<file path="src/rtl/flash_sample_streamer.sv">
// flash_sample_streamer
// Prefetching flash reader for the audio playback path. Fetches 32-bit words
// from an Avalon-MM flash slave (one outstanding read, burstcount 1), buffers
// them in a small word FIFO and emits a 16-bit sample stream on a
// valid/ready interface, low half first, then high half.
//
// Optional feature macro: SAMPLE_ATTEN_EN
//   defined   : sample_data = signed half-word / 64, truncated toward zero
//   undefined : sample_data = raw half-word
module flash_sample_streamer #(
    parameter int NUM_WORDS  = 1048576,
    parameter int FIFO_DEPTH = 4
) (
    input  logic                          clk,
    input  logic                          rst_n,
    input  logic                          enable,
    input  logic                          restart,
    output logic                          flash_mem_read,
    output logic [22:0]                   flash_mem_address,
    input  logic                          flash_mem_waitrequest,
    input  logic [31:0]                   flash_mem_readdata,
    input  logic                          flash_mem_readdatavalid,
    output logic                          sample_valid,
    input  logic                          sample_ready,
    output logic [15:0]                   sample_data,
    output logic                          sample_last,
    output logic [$clog2(FIFO_DEPTH):0]   fifo_level
);

    localparam int AW = $clog2(FIFO_DEPTH);
    localparam int LW = AW + 1;
    localparam logic [22:0] LAST_ADDR = 23'(NUM_WORDS - 1);
    localparam logic [LW:0] DEPTH_W   = (LW + 1)'(FIFO_DEPTH);

    typedef enum logic [1:0] {
        ST_IDLE  = 2'd0,
        ST_ISSUE = 2'd1,
        ST_WAIT  = 2'd2,
        ST_DRAIN = 2'd3
    } state_t;

    // Read engine state
    state_t       state_q, state_d;
    logic         read_q, read_d;
    logic [22:0]  addr_q, addr_d;
    logic         tag_q, tag_d;          // last-word tag of the outstanding read

    // Word FIFO: bit 32 is the last-word tag, bits 31:0 the flash word
    logic [32:0]   mem_q [FIFO_DEPTH];
    logic [32:0]   mem_d [FIFO_DEPTH];
    logic [AW-1:0] wr_ptr_q, wr_ptr_d;
    logic [AW-1:0] rd_ptr_q, rd_ptr_d;
    logic [LW-1:0] level_q, level_d;
    logic          half_q, half_d;

    logic          push_s;
    logic          pop_s;
    logic          hs_s;
    logic          valid_s;
    logic          pending_s;
    logic          room_s;
    logic [LW:0]   occ_s;
    logic [22:0]   next_addr_s;
    logic [32:0]   head_s;
    logic [15:0]   half_word_s;
    logic [15:0]   sample_s;

    // Read FSM: decide next state, command strobe, address and push
    always_comb begin
        state_d     = state_q;
        read_d      = 1'b0;
        addr_d      = addr_q;
        tag_d       = tag_q;
        push_s      = 1'b0;
        pending_s   = (state_q == ST_ISSUE) || (state_q == ST_WAIT);
        occ_s       = {1'b0, level_q} + {{LW{1'b0}}, pending_s};
        room_s      = (occ_s < DEPTH_W);
        next_addr_s = (addr_q == LAST_ADDR) ? 23'd0 : (addr_q + 23'd1);
        case (state_q)
            ST_IDLE: begin
                if (restart) begin
                    addr_d = 23'd0;
                end else if (enable && room_s) begin
                    state_d = ST_ISSUE;
                    read_d  = 1'b1;
                end else begin
                    state_d = ST_IDLE;
                end
            end
            ST_ISSUE: begin
                if (!flash_mem_waitrequest) begin
                    // Command accepted this cycle; data will follow
                    tag_d   = (addr_q == LAST_ADDR);
                    addr_d  = restart ? 23'd0 : next_addr_s;
                    state_d = restart ? ST_DRAIN : ST_WAIT;
                end else if (restart) begin
                    // Not yet accepted: simply drop the request
                    addr_d  = 23'd0;
                    state_d = ST_IDLE;
                end else begin
                    read_d  = 1'b1;
                end
            end
            ST_WAIT: begin
                if (restart) begin
                    addr_d  = 23'd0;
                    // A beat landing with restart is discarded right here
                    state_d = flash_mem_readdatavalid ? ST_IDLE : ST_DRAIN;
                end else if (flash_mem_readdatavalid) begin
                    push_s  = 1'b1;
                    state_d = ST_IDLE;
                end else begin
                    state_d = ST_WAIT;
                end
            end
            ST_DRAIN: begin
                addr_d = restart ? 23'd0 : addr_q;
                if (flash_mem_readdatavalid) begin
                    state_d = ST_IDLE;
                end else begin
                    state_d = ST_DRAIN;
                end
            end
            default: begin
                state_d = ST_IDLE;
                read_d  = 1'b0;
            end
        endcase
    end

    // FIFO and unpacker: pointers, level, half select; restart wins over push/pop
    always_comb begin
        mem_d    = mem_q;
        wr_ptr_d = wr_ptr_q;
        rd_ptr_d = rd_ptr_q;
        level_d  = level_q;
        half_d   = half_q;
        valid_s  = (level_q != {LW{1'b0}});
        hs_s     = valid_s && sample_ready;
        pop_s    = hs_s && half_q;
        if (restart) begin
            wr_ptr_d = {AW{1'b0}};
            rd_ptr_d = {AW{1'b0}};
            level_d  = {LW{1'b0}};
            half_d   = 1'b0;
        end else begin
            if (push_s) begin
                mem_d[wr_ptr_q] = {tag_q, flash_mem_readdata};
                wr_ptr_d        = wr_ptr_q + {{(AW-1){1'b0}}, 1'b1};
            end else begin
                wr_ptr_d = wr_ptr_q;
            end
            if (hs_s) begin
                half_d = !half_q;
            end else begin
                half_d = half_q;
            end
            if (pop_s) begin
                rd_ptr_d = rd_ptr_q + {{(AW-1){1'b0}}, 1'b1};
            end else begin
                rd_ptr_d = rd_ptr_q;
            end
            case ({push_s, pop_s})
                2'b10:   level_d = level_q + {{(LW-1){1'b0}}, 1'b1};
                2'b01:   level_d = level_q - {{(LW-1){1'b0}}, 1'b1};
                default: level_d = level_q;
            endcase
        end
    end

    // Sample path: select the half-word at the FIFO head and optionally attenuate
    always_comb begin
        head_s      = mem_q[rd_ptr_q];
        half_word_s = half_q ? head_s[31:16] : head_s[15:0];
`ifdef SAMPLE_ATTEN_EN
        // Bias negatives by 63 so the arithmetic shift truncates toward zero
        sample_s = 16'($signed(half_word_s) +
                       (half_word_s[15] ? 16'sd63 : 16'sd0)) ;
        sample_s = 16'($signed(sample_s) >>> 4'd6);
`else
        sample_s = half_word_s;
`endif
    end

    // State and datapath registers with asynchronous active-low reset
    always_ff @(posedge clk or negedge rst_n) begin
        if (!rst_n) begin
            state_q  <= ST_IDLE;
            read_q   <= 1'b0;
            addr_q   <= 23'd0;
            tag_q    <= 1'b0;
            mem_q    <= '{default: 33'd0};
            wr_ptr_q <= {AW{1'b0}};
            rd_ptr_q <= {AW{1'b0}};
            level_q  <= {LW{1'b0}};
            half_q   <= 1'b0;
        end else begin
            state_q  <= state_d;
            read_q   <= read_d;
            addr_q   <= addr_d;
            tag_q    <= tag_d;
            mem_q    <= mem_d;
            wr_ptr_q <= wr_ptr_d;
            rd_ptr_q <= rd_ptr_d;
            level_q  <= level_d;
            half_q   <= half_d;
        end
    end

    assign flash_mem_read    = read_q;
    assign flash_mem_address = addr_q;
    assign fifo_level        = level_q;
    assign sample_valid      = valid_s;
    assign sample_data       = valid_s ? sample_s : 16'd0;
    assign sample_last       = valid_s && head_s[32] && half_q;

endmodule

</file>
<file path="config.mk">
export PLATFORM = sky130hd
export DESIGN_NAME = flash_sample_streamer
export DESIGN_NICKNAME = d
export VERILOG_FILES = /design/src/rtl/flash_sample_streamer.sv
export SDC_FILE = /design/constraint.sdc
export NUM_CORES = 1
export LEC_CHECK = 0
export BUFFER_PORTS_ARGS = -buffer_cell sky130_fd_sc_hd__buf_2
export CORE_MARGIN = 2
export CORE_UTILIZATION = 59
export DETAILED_ROUTE_END_ITERATION = 7
export PLACE_DENSITY = 0.8
export SKIP_LAST_GASP = 1
export SYNTH_ARGS = -nofsm -noshare
export SYNTH_HDL_FRONTEND = slang
export SYNTH_SLANG_ARGS = --single-unit
</file>
<file path="constraint.sdc">
create_clock -name clk -period 3.15 [get_ports clk]
set_clock_uncertainty 0.15 [all_clocks]
set_input_delay 0.315 -clock clk [delete_from_list [all_inputs] [get_ports clk]]
set_output_delay 0.315 -clock clk [all_outputs]
set_load 0.005 [all_outputs]
</file>
==> flow_summary.ini <==
[detailed_routing]
ant_nets = 0
post-route-drc-count = 0
via_count = 5280
post_drt_via_cell_ratio = 6.09
detailedRoute.firstIterationViolations = 398
avgRoutedWirePerCell_um = 20.5
routed_wl_um = 17700
detailedRoute.firstPassIterationCount = 5

[floorplanning]
design.die.area_um2 = 14600
floorplan.initialDensity = 0.608
row_count = 42
design.core.area_um2 = 13300
die_height_um = 121
die_width_um = 121
io_pins = 84

[setup_path]
reg2reg_depth = 9
cp.required_ps = 3350
critical_path_class = register to register
crit_path_end_kind = register
worstPathMaxFanout = 5
r2r_slack_ps = 420
critical_path.reg2reg.startpoint = state_q[0]
start_kind = register
timing.rr.end = fifo_level[2]
timing.critical_path.arrival_ps = 2930

[worst_hold_path]
terminating_pin_of_the_worst_hold_path = mem_q[48]
hp-start = flash_mem_readdata[15]
hold-path-cell-count = 2
type_of_the_most_critical_hold_path = input pin to register

[sta]
max_slew_margin = 0.465
final_hold_fails = 0
hold-worst-slack_ps = 13.7
final_min_period_over_clock_period = 0.867
max_clock_freq_mhz = 366
worstMarginPinSlew_ps = 794
fin_tns_setup_ps = 0
total_count_of_max_transition_violations_in_the_final_report = 0
timing.final.crit_period_ps = 2730
unrepaired_setup_endpoints_after_global_routing = false
timing.final.setup_violations = 0

[logic_synthesis]
post_synth_instance_area_um2 = 8080
synth.yosys.seq_area_share = 0.517
synth.lib_cells_used.distinct = 50
postSynthRegisterBits = 167
syn_avg_cell_area_um2 = 13.6
synth_warnings = 0
synth_nets = 644
synth_cells = 594

[layout]
drive_above_1_share = 0.444
fin_cells = 867
layout-area-overhead-vs-synth_pct = 15.6
antenna_cells = 0
final.fill_count = 884
layout.nets = 730

[power_and_ir_drop]
total_switching_power_w = 0.00159
cellLeakagePower_nw = 4.39
ir_drop_worst_vdd_mv = 0.455
pwr-share-seq = 0.448
p_sw_frac = 0.260
power.clock.fraction = 0.344
cellPowerDensity_nw_per_um2 = 656
cellInternalPower_w = 0.00453
power_w = 0.00612
combinationalPowerShare = 0.209

[global_routing]
overflow = 0
gr-usage-all-layers = 0.260
grt_first_pass_wirelength_um = 28900
grt_start_max_net_pins = 76
via_count_of_the_first_global_routing_pass = 5564
number_of_antenna_violations_at_the_first_check_in_global_routing = 1

[clock_tree]
worst_skew_pair.late_latency_ps = 430
tritoncts_num_sinks = 167
cts_post_setup_buffers_inserted = 0
cts_hold_buffers = 2
cts_made_buffers = 17
h_tree_lvl_count = 4
cts_tree = done
cts_resized = 0
clockBufferDepth = 2
cts_root_buffer = clkbuf_16
clkSlewWorstSetupHoldPaths_ps = 60

[placed_design]
dpl.hpwl_um = 11100
routabilityCongestion = 0.882
io_buffer_count = 83
post-place-cells = 835

[flow_run]
max_cap_violations = 0

[outcome]
run_status = completed
metal layers:
metal  vias to the layer above  track usage  routed length [um]  part of all wire
met3                        16       0.0489                 679             0.038
met4                         2       0.0799                 199             0.011
li1                       2376            -                   -                 -
met5                         -            0                  13           0.00073
met2                       117        0.446                9330              0.53
met1                      2769        0.337                7520              0.42
power by group through the flow:
stage	clock network (W)	logic [W]	registers (W)
after floorplan	0	0.000928	0.00269
after global placement	0	0.00120	0.00272
after detailed placement	0	0.00127	0.00277
after CTS	0.00213	0.00129	0.00274
after global routing	0.00222	0.00139	0.00278
final	0.00210	0.00128	0.00274
metrics by stage:
| stage | setup WS (ps) | area, um2 | utilization |
|---|---|---|---|
| floorplan | 647 | 8080 | - |
| global placement | 553 | 8720 | 0.656 |
| detailed placement | 434 | 8720 | 0.656 |
| CTS | 418 | 9340 | 0.702 |
| global route | 266 | 9340 | 0.702 |
| finish | 419 | 9340 | 0.702 |
cell type report:
cell class	instances	area, um2	share of cell area
tap	176	220	0.0236
clock inverter	8	123	0.0131
multi-input combinational	384	3720	0.398
inverter	9	33.8	0.00362
timing repair buffer	101	587	0.0628
clock buffer	22	474	0.0508
sequential	167	4180	0.448
layout by cell type, fill, tap and decap left out, types with 12 or more instances in the layout:
cell       netlist  final
dfrtp_1        167    166
buf_2            6     82
mux2_2         134    134
mux4_2          33     33
mux2i_1         19     19
clkbuf_16        0     17
nand3_1         12     12
buf_4            0     14
nand2_1         30     30
o21ai_0         12     12
nor2_1          42     42
synthesized netlist by cell type (all sizes together):
master	number	area, um2
a311oi	1	8.76
mux4	33	743
nor3	5	25.0
and3	5	31.3
nor4	9	77.6
o2bb2ai	1	8.76
or2	2	12.5
mux2i	19	190
nor2	42	158
o41ai	3	41.3
o2111ai	1	8.76
a21o	2	15.0
nand4b	2	17.5
o221ai	1	8.76
o21ai	13	68.8
o22ai	3	18.8
o21bai	2	15.0
nand4	6	52.6
clkbuf	13	48.8
nor2b	5	31.3
o311ai	7	96.4
a31oi	2	12.5
nand2b	2	12.5
o211ai	6	45.0
and4	1	8.76
nand2	30	113
ha	10	125
xnor2	3	26.3
a21oi	6	30.0
o31ai	1	7.51
or3b	1	8.76
mux2	135	1520
xor2	7	61.3
nand3	12	60.1
and2	2	12.5
fa	1	20.0
dfrtp	167	4180
or4	3	22.5
buf	21	101
inv	9	33.8
worst max path at each step:
stage / from / endpoint / cells after the start
global placement: state_q[0] / fifo_level[2] / 9
finish: state_q[0] / fifo_level[2] / 9
global route: state_q[0] / fifo_level[2] / 9
CTS: state_q[0] / fifo_level[2] / 9
detailed placement: state_q[0] / fifo_level[2] / 9
floorplan: fifo_level[0] / fifo_level[2] / 6
cells by family after synthesis:
| family | Yosys count | share of synthesized area |
|---|---|---|
| buf+inv | 43 | 0.0228 |
| simple gates | 127 | 0.0796 |
| mux | 187 | 0.304 |
| flops | 167 | 0.517 |
| xor+xnor | 10 | 0.0108 |
| compound gates | 49 | 0.0477 |
| fa+ha+maj | 11 | 0.0180 |
flip-flops by register name, indices dropped and copies added (netlist names):
name	cells
flash_mem_address	23
flash_mem_read	1
state_q	2
wr_ptr_q	2
fifo_level	3
half_q	1
rd_ptr_q	2
mem_q	132
tag_q	1
worst max-delay path, stage by stage, from the launching register on:
cell,delay [ps]
dfrtp_1,420
inv_1,120
ha_1,230
nand2_1,170
nor2_1,290
nor2_1,90
fa_1,390
or3b_2,490
a21o_1,190
a21oi_1,130
No activity file was read; power rests on OpenSTA's default activity.
